`src/rtl/mmio_io_responder.sv`:
```
// MMIO peripheral responder: output register with valid/ready handshake, input FIFO,
// LED register and synchronised switches, all reached through a 64-word register window.
// Optional feature: define IO_CYCLE_COUNTER_EN to add a loadable free-running cycle counter
// at byte address 0x18. Without it, 0x18 is unmapped.
module mmio_io_responder #(
  parameter int unsigned FIFO_DEPTH = 8,
  parameter int unsigned LED_W      = 16,
  parameter int unsigned SW_W       = 16
) (
  input  logic             clk,
  input  logic             rst,
  input  logic [7:0]       io_addr,
  input  logic [31:0]      io_dout,
  input  logic             io_we,
  input  logic             io_rd,
  output logic [31:0]      io_din,
  output logic [31:0]      out_data,
  output logic             out_valid,
  input  logic             out_ready,
  input  logic [31:0]      in_data,
  input  logic             in_valid,
  output logic             in_ready,
  output logic [LED_W-1:0] led,
  input  logic [SW_W-1:0]  sw
);

  localparam int unsigned PtrW = $clog2(FIFO_DEPTH);
  localparam int unsigned CntW = PtrW + 1;

  // Word indices into the register window (io_addr[7:2]).
  localparam logic [5:0] RegOutData = 6'h00;
  localparam logic [5:0] RegOutStat = 6'h01;
  localparam logic [5:0] RegInData  = 6'h02;
  localparam logic [5:0] RegInStat  = 6'h03;
  localparam logic [5:0] RegLed     = 6'h04;
  localparam logic [5:0] RegSw      = 6'h05;
`ifdef IO_CYCLE_COUNTER_EN
  localparam logic [5:0] RegCycle   = 6'h06;
`endif

  logic [5:0] reg_idx;
  logic       unused_addr_lsbs;

  assign reg_idx          = io_addr[7:2];
  assign unused_addr_lsbs = ^io_addr[1:0];

  // State
  logic [31:0]      out_data_q, out_data_d;
  logic             out_valid_q, out_valid_d;
  logic             ovf_q, ovf_d;
  logic [PtrW-1:0]  wr_ptr_q, wr_ptr_d;
  logic [PtrW-1:0]  rd_ptr_q, rd_ptr_d;
  logic [CntW-1:0]  count_q, count_d;
  logic [LED_W-1:0] led_q, led_d;
  logic [SW_W-1:0]  sw_meta_q, sw_sync_q;
  logic [31:0]      fifo_mem [FIFO_DEPTH];
`ifdef IO_CYCLE_COUNTER_EN
  logic [31:0]      cycle_q, cycle_d;
`endif

  // Decoded strobes and handshake events
  logic wr_out_data, wr_out_stat, wr_led;
  logic out_hs, out_load, out_drop;
  logic fifo_full, fifo_empty, push, pop;
  logic [7:0] count_byte;

  // Address decode and handshake qualification.
  always_comb begin
    wr_out_data = io_we && (reg_idx == RegOutData);
    wr_out_stat = io_we && (reg_idx == RegOutStat);
    wr_led      = io_we && (reg_idx == RegLed);
    out_hs      = out_valid_q && out_ready;
    // A write is accepted when the slot is free or is being drained on this very edge.
    out_load    = wr_out_data && (!out_valid_q || out_ready);
    out_drop    = wr_out_data && !out_load;
    fifo_full   = (count_q == CntW'(FIFO_DEPTH));
    fifo_empty  = (count_q == '0);
    push        = in_valid && !fifo_full;
    pop         = io_rd && (reg_idx == RegInData) && !fifo_empty;
    count_byte  = 8'(count_q);
  end

  // Next state for the output channel and its overflow flag.
  always_comb begin
    out_data_d  = out_data_q;
    out_valid_d = out_valid_q;
    ovf_d       = ovf_q;
    if (out_load) begin
      out_data_d  = io_dout;
      out_valid_d = 1'b1;
    end else if (out_hs) begin
      out_valid_d = 1'b0;
    end
    // A fresh overflow wins over a clear on the same edge.
    if (out_drop) begin
      ovf_d = 1'b1;
    end else if (wr_out_stat) begin
      ovf_d = 1'b0;
    end
  end

  // Next state for FIFO pointers and occupancy; pointers wrap naturally at power-of-two depth.
  always_comb begin
    wr_ptr_d = push ? wr_ptr_q + 1'b1 : wr_ptr_q;
    rd_ptr_d = pop ? rd_ptr_q + 1'b1 : rd_ptr_q;
    count_d  = count_q;
    if (push && !pop) begin
      count_d = count_q + 1'b1;
    end else if (pop && !push) begin
      count_d = count_q - 1'b1;
    end
  end

  // Next state for the LED register and optional cycle counter.
  always_comb begin
    led_d = wr_led ? io_dout[LED_W-1:0] : led_q;
`ifdef IO_CYCLE_COUNTER_EN
    cycle_d = (io_we && (reg_idx == RegCycle)) ? io_dout : cycle_q + 32'd1;
`endif
  end

  // Control and data registers with asynchronous reset.
  always_ff @(posedge clk or posedge rst) begin
    if (rst) begin
      out_data_q  <= '0;
      out_valid_q <= 1'b0;
      ovf_q       <= 1'b0;
      wr_ptr_q    <= '0;
      rd_ptr_q    <= '0;
      count_q     <= '0;
      led_q       <= '0;
      sw_meta_q   <= '0;
      sw_sync_q   <= '0;
`ifdef IO_CYCLE_COUNTER_EN
      cycle_q     <= '0;
`endif
    end else begin
      out_data_q  <= out_data_d;
      out_valid_q <= out_valid_d;
      ovf_q       <= ovf_d;
      wr_ptr_q    <= wr_ptr_d;
      rd_ptr_q    <= rd_ptr_d;
      count_q     <= count_d;
      led_q       <= led_d;
      sw_meta_q   <= sw;
      sw_sync_q   <= sw_meta_q;
`ifdef IO_CYCLE_COUNTER_EN
      cycle_q     <= cycle_d;
`endif
    end
  end

  // FIFO storage; contents need no reset because occupancy gates every read.
  always_ff @(posedge clk) begin
    if (push) begin
      fifo_mem[wr_ptr_q] <= in_data;
    end
  end

  // Combinational read mux; unmapped words read zero.
  always_comb begin
    io_din = '0;
    case (reg_idx)
      RegOutData: io_din = out_data_q;
      RegOutStat: io_din = {30'b0, ovf_q, out_valid_q};
      RegInData:  io_din = fifo_empty ? 32'b0 : fifo_mem[rd_ptr_q];
      RegInStat:  io_din = {16'b0, count_byte, 6'b0, fifo_full, !fifo_empty};
      RegLed:     io_din = 32'(led_q);
      RegSw:      io_din = 32'(sw_sync_q);
`ifdef IO_CYCLE_COUNTER_EN
      RegCycle:   io_din = cycle_q;
`endif
      default:    io_din = '0;
    endcase
  end

  assign out_data  = out_data_q;
  assign out_valid = out_valid_q;
  assign in_ready  = !fifo_full;
  assign led       = led_q;

endmodule

```
`config.mk`:
```
export PLATFORM = sky130hd
export DESIGN_NAME = mmio_io_responder
export DESIGN_NICKNAME = d
export VERILOG_FILES = /design/src/rtl/mmio_io_responder.sv
export SDC_FILE = /design/constraint.sdc
export NUM_CORES = 1
export LEC_CHECK = 0
export ABC_CLOCK_PERIOD_IN_PS = 11500
export CORE_ASPECT_RATIO = 0.7
export CORE_UTILIZATION = 23
export CTS_BUF_LIST = sky130_fd_sc_hd__clkbuf_16
export DETAILED_ROUTE_END_ITERATION = 12
export GPL_ROUTABILITY_DRIVEN = 0
export PLACE_DENSITY_LB_ADDON = 0.25
export SLEW_MARGIN = 5
export SYNTH_ARGS = -nofsm -noshare
export SYNTH_HDL_FRONTEND = slang
export SYNTH_SLANG_ARGS = --single-unit
```
`constraint.sdc`:
```
create_clock -name clk -period 11.5 [get_ports clk]
set_clock_uncertainty 0.05 [all_clocks]
set_input_delay 2.3 -clock clk [delete_from_list [all_inputs] [get_ports clk]]
set_output_delay 2.3 -clock clk [all_outputs]
set_load 0.005 [all_outputs]
```
==> flow_results.org <==
** Outcome
- Run status :: finished clean

** Cells and area
- Count of placed standard cells in the final layout, fillers left out :: approximately 1.7k
- Net total in the final layout :: 970
- Leaving out fill and tap cells, the most frequent cells in the layout are sky130_fd_sc_hd__edfxtp_1, sky130_fd_sc_hd__clkdlybuf4s50_1, sky130_fd_sc_hd__dfrtp_1.
- The finished cells cover around 17,000 µm².
- Compared with the post-synthesis result, the final layout area differs by 28.8%.
- Most common cell after layout, fill and taps aside :: sky130_fd_sc_hd__edfxtp_1
- In the final layout, the share of cells above drive strength 1 is approximately 22%.

** Floorplan
- In this run the count of I/O pins placed on the die edge is roughly 180.
- DIE HEIGHT :: a little over 200 µm
- Die Footprint :: 59,900 µm²
- Core Footprint :: between 50,000 and 60,000 µm²
- Measured along the x axis, the die boundary spans approximately 300 µm.
- For this configuration, the core starts out at a cell density of a little under a quarter.
- Row generation in the floorplan step produced 74 rows.

** Power and ir drop
- Clock power frac :: about 36%
- VDD IR-drop max :: about 90 µV
- Summed over all cells, the static leakage comes to about 6 nW.
- Of the total power, the share spent switching nets is 25.9%.
- P_int :: about 2.5 mW
- Combinational logic burns ~15% of the power.
- NetSw :: approximately 860 µW
- The share of total power dissipated in sequential elements is around 49%.
- Cell Pwr Density :: 191 nW/µm²

** Synth
- The synthesized netlist contains between 40 and 50 unique library cells.
- Summing the sequential cell areas from Yosys gives between 70% and 80% of the chip area.
- Synthesized cell area :: roughly 14,000 µm²
- Counting every net in the synthesized netlist gives 777.
- Among all flip-flop cells after synthesis, the most frequent one is sky130_fd_sc_hd__edfxtp_1.
- Synthesis handed over a netlist of just under 700 instances.
- Count of flip-flops with a built-in enable after synthesis :: 256
- Number of warnings printed during yosys synthesis :: 0
- Counting flops with an async set or reset pin after synthesis yields a share of between 20% and 30%.
- Count of state elements after synthesis :: 348
- Mean area per synthesized cell :: approximately 20 µm²

** Drt
- In this run, the number of DRC markers left after iteration 0 of detailed routing was roughly 430.
- Total DRC errors in the routed layout :: 0
- Amount of wire on met3 after detailed routing :: between 2000 and 2500 µm
- Number of vias in the routed layout :: 7,003
- Wire per inst :: ~21 µm
- Met2 wire length :: ~16,000 µm
- Post-detailed-route via-to-cell ratio :: approximately 4.2
- Post-detailed-route count of antenna-violating nets :: 0
- Routed signal wires occupy layers up through met5.
- For this run, the detailed router's first-pass iteration total came to 7.
- Total Routed Length :: 35,200 µm
- Met1 Routed Length :: around 17,000 µm

** Setup path
- The critical path in this run is classified as in2out.
- Startpoint kind of the worst setup timing path :: primary input
- Crit path largest cell delay :: ~0.61 ns
- Most numerous cell on the critical path :: sky130_fd_sc_hd__clkdlybuf4s50_1
- Largest delay contributor family on the critical path :: buffers and inverters
- Critical path buffers and inverters :: 3
- Max stage delay cell, worst path :: sky130_fd_sc_hd__or4_4
- For the worst setup path, the data required time is a little over 9 ns.
- Crit path cell chain :: clkdlybuf4s50_1 -> or4_4 -> nor3_4 -> buf_4 -> a222oi_1 -> o21ai_0 -> clkdlybuf4s50_1
- Arrival time of the worst setup path :: roughly 5.2 ns
- The worst setup path is captured at an output pin.
- In this run the worst path has a maximum fanout of 24.

** Place
- Pre-CTS WS :: 3.92 ns
- Detailed placement ended at an HPWL of 20,400 µm.
- Number of cells after detailed placement :: 1,589
- In this run the tool buffered the top-level ports with 173 buffer cells.
- Placed Area :: 16,200 µm²

** Clock tree
- Number of buffers added to fix hold violations after cts :: 0
- Counting along the longest clock path gives a buffer depth of 3.
- Clock-pin slew was measured on the worst setup and hold paths at around 0.060 ns.
- TritonCTS clock tree :: done
- Gates resized during post-CTS repair numbered 0.
- The H-tree was split into 2 levels.
- The number of clock buffers added by TritonCTS is 39.
- The tree is rooted in a sky130_fd_sc_hd__clkbuf_16.
- Buffers inserted by post-CTS timing repair :: 0
- Clock latency on the worst-skew pair, taken at its later pin, is between 0.5 and 0.6 ns.
- The clock net in this run drives a total of about 350 sinks.

** Global route
- Global-route wire length before repair :: between 50,000 and 60,000 µm
- Vias in the first global route :: around 7.4k
- Total congestion overflow :: 0
- Maximum number of pins on one net before global-route repair :: 59
- Total routing usage reported by global routing :: a little under an eighth
- The initial antenna violation count was 8.

** Timing
- The max-slew violation count is 0.
- Highest attainable clock frequency :: around 0.13 GHz
- In this run the tightest slew margin relative to its limit is 33.3%.
- For the final routed database, the setup TNS stands at 0 ns.
- Fraction of the cycle the final worst path needs :: 65.9%
- Final hold viol count :: 0
- Final hold slack :: 0.296 ns
- For the finished layout, the period the worst path requires is 7.58 ns.
- The worst path meets setup with about 4 ns of slack.
- For the pin with the worst max-slew slack, the measured transition is about 1.0 ns.
- Setup repair after global routing left no endpoint under its margin.
- Final count of negative-setup-slack endpoints :: 0

** Min path
- Hold crit path type :: reg2reg

** Flow run
- Maxcap violations :: 0
[sequential cells by signal, summed over array words and instances, names as in the netlist]
register   flops
count_q        4
fifo_mem     256
led           16
out_data      32
out_valid      1
ovf_q          1
rd_ptr_q       3
sw_meta_q     16
sw_sync_q     16
wr_ptr_q       3
[power groups by stage]
stage          Clock, mW  Sequential, mW  Combinational, mW
2_1_floorplan          0            1.61              0.311
3_3_place_gp           0            1.67              0.513
3_5_place_dp           0            1.67              0.516
5_1_grt             1.27            1.67              0.544
4_1_cts             1.23            1.65              0.517
6_report            1.18            1.64              0.499
[routing by layer]
metal | global-route usage [%] | vias to the layer above
li1 | - | 3129
met1 | 16.2 | 3668
met2 | 18.1 | 144
met3 | 3.39 | 56
met4 | 3.59 | 6
met5 | 0 | -
[area by class of cell]
class	count	area, µm²
well taps	760	951
multi-input cells	290	3420
repair buffers	186	1830
inverters	5	21.3
clock buffers	40	1000
diodes	3	7.51
clock inverters	32	208
flip-flops and latches	348	10000
fillers	5654	40800
[kinds of logic after synthesis]
| group | synth area share, % |
|---|---|
| adders and majority gates | 0.610 |
| DFF | 73.8 |
| muxes | 18.2 |
| AOI/OAI and AO/OA | 2.87 |
| xor gates and xnor gates | 0.323 |
| and+or+nand+nor | 2.83 |
| buffers and inverters | 1.40 |
[Yosys cell counts (2+ instances only)]
library cell                 n  area (µm²)
sky130_fd_sc_hd__edfxtp_1  256        7690
sky130_fd_sc_hd__dfrtp_1    92        2300
sky130_fd_sc_hd__mux4_2     64        1440
sky130_fd_sc_hd__nand2_1    36         135
sky130_fd_sc_hd__mux2_4     30         450
sky130_fd_sc_hd__mux2i_1    29         290
sky130_fd_sc_hd__o21ai_0    29         145
sky130_fd_sc_hd__mux2_2     25         282
sky130_fd_sc_hd__buf_2      14        70.1
sky130_fd_sc_hd__clkbuf_1   14        52.6
sky130_fd_sc_hd__a222oi_1   10         100
sky130_fd_sc_hd__a22oi_1     9        67.6
sky130_fd_sc_hd__nor2_1      7        26.3
sky130_fd_sc_hd__nor3_1      7        35.0
sky130_fd_sc_hd__nand3_1     6        30.0
sky130_fd_sc_hd__ha_1        5        62.6
sky130_fd_sc_hd__inv_1       5        18.8
sky130_fd_sc_hd__xnor2_1     5        43.8
sky130_fd_sc_hd__buf_6       3        33.8
sky130_fd_sc_hd__nand2b_1    3        18.8
sky130_fd_sc_hd__and3_1      2        12.5
sky130_fd_sc_hd__buf_1       2        7.51
[worst paths after layout]
check | endpoint | from | slack (ns) | cells past startpoint
setup / recovery | io_din[3] | io_addr[5] | 3.92 | 7
hold / removal | sw_sync_q[4] | sw_meta_q[4] | 0.30 | 0
hold reg to reg | sw_sync_q[4] | sw_meta_q[4] | 0.30 | 0
min in group asynchronous | count_q[0] | rst | 2.09 | 2
max in group asynchronous | sw_sync_q[14] | rst | 8.13 | 3
setup reg to reg | count_q[3] | count_q[1] | 8.30 | 9
[metrics by stage]
| stage | utilization, % | power [mW] |
|---|---|---|
| 4_1_cts | 29.9 | 3.39 |
| 5_1_grt | 29.9 | 3.48 |
| 6_report | 30.0 | 3.33 |
| 2_1_floorplan | - | 1.92 |
| 3_3_place_gp | 27.9 | 2.18 |
| 3_5_place_dp | 27.9 | 2.19 |
(Power assumes the default switching activity.)
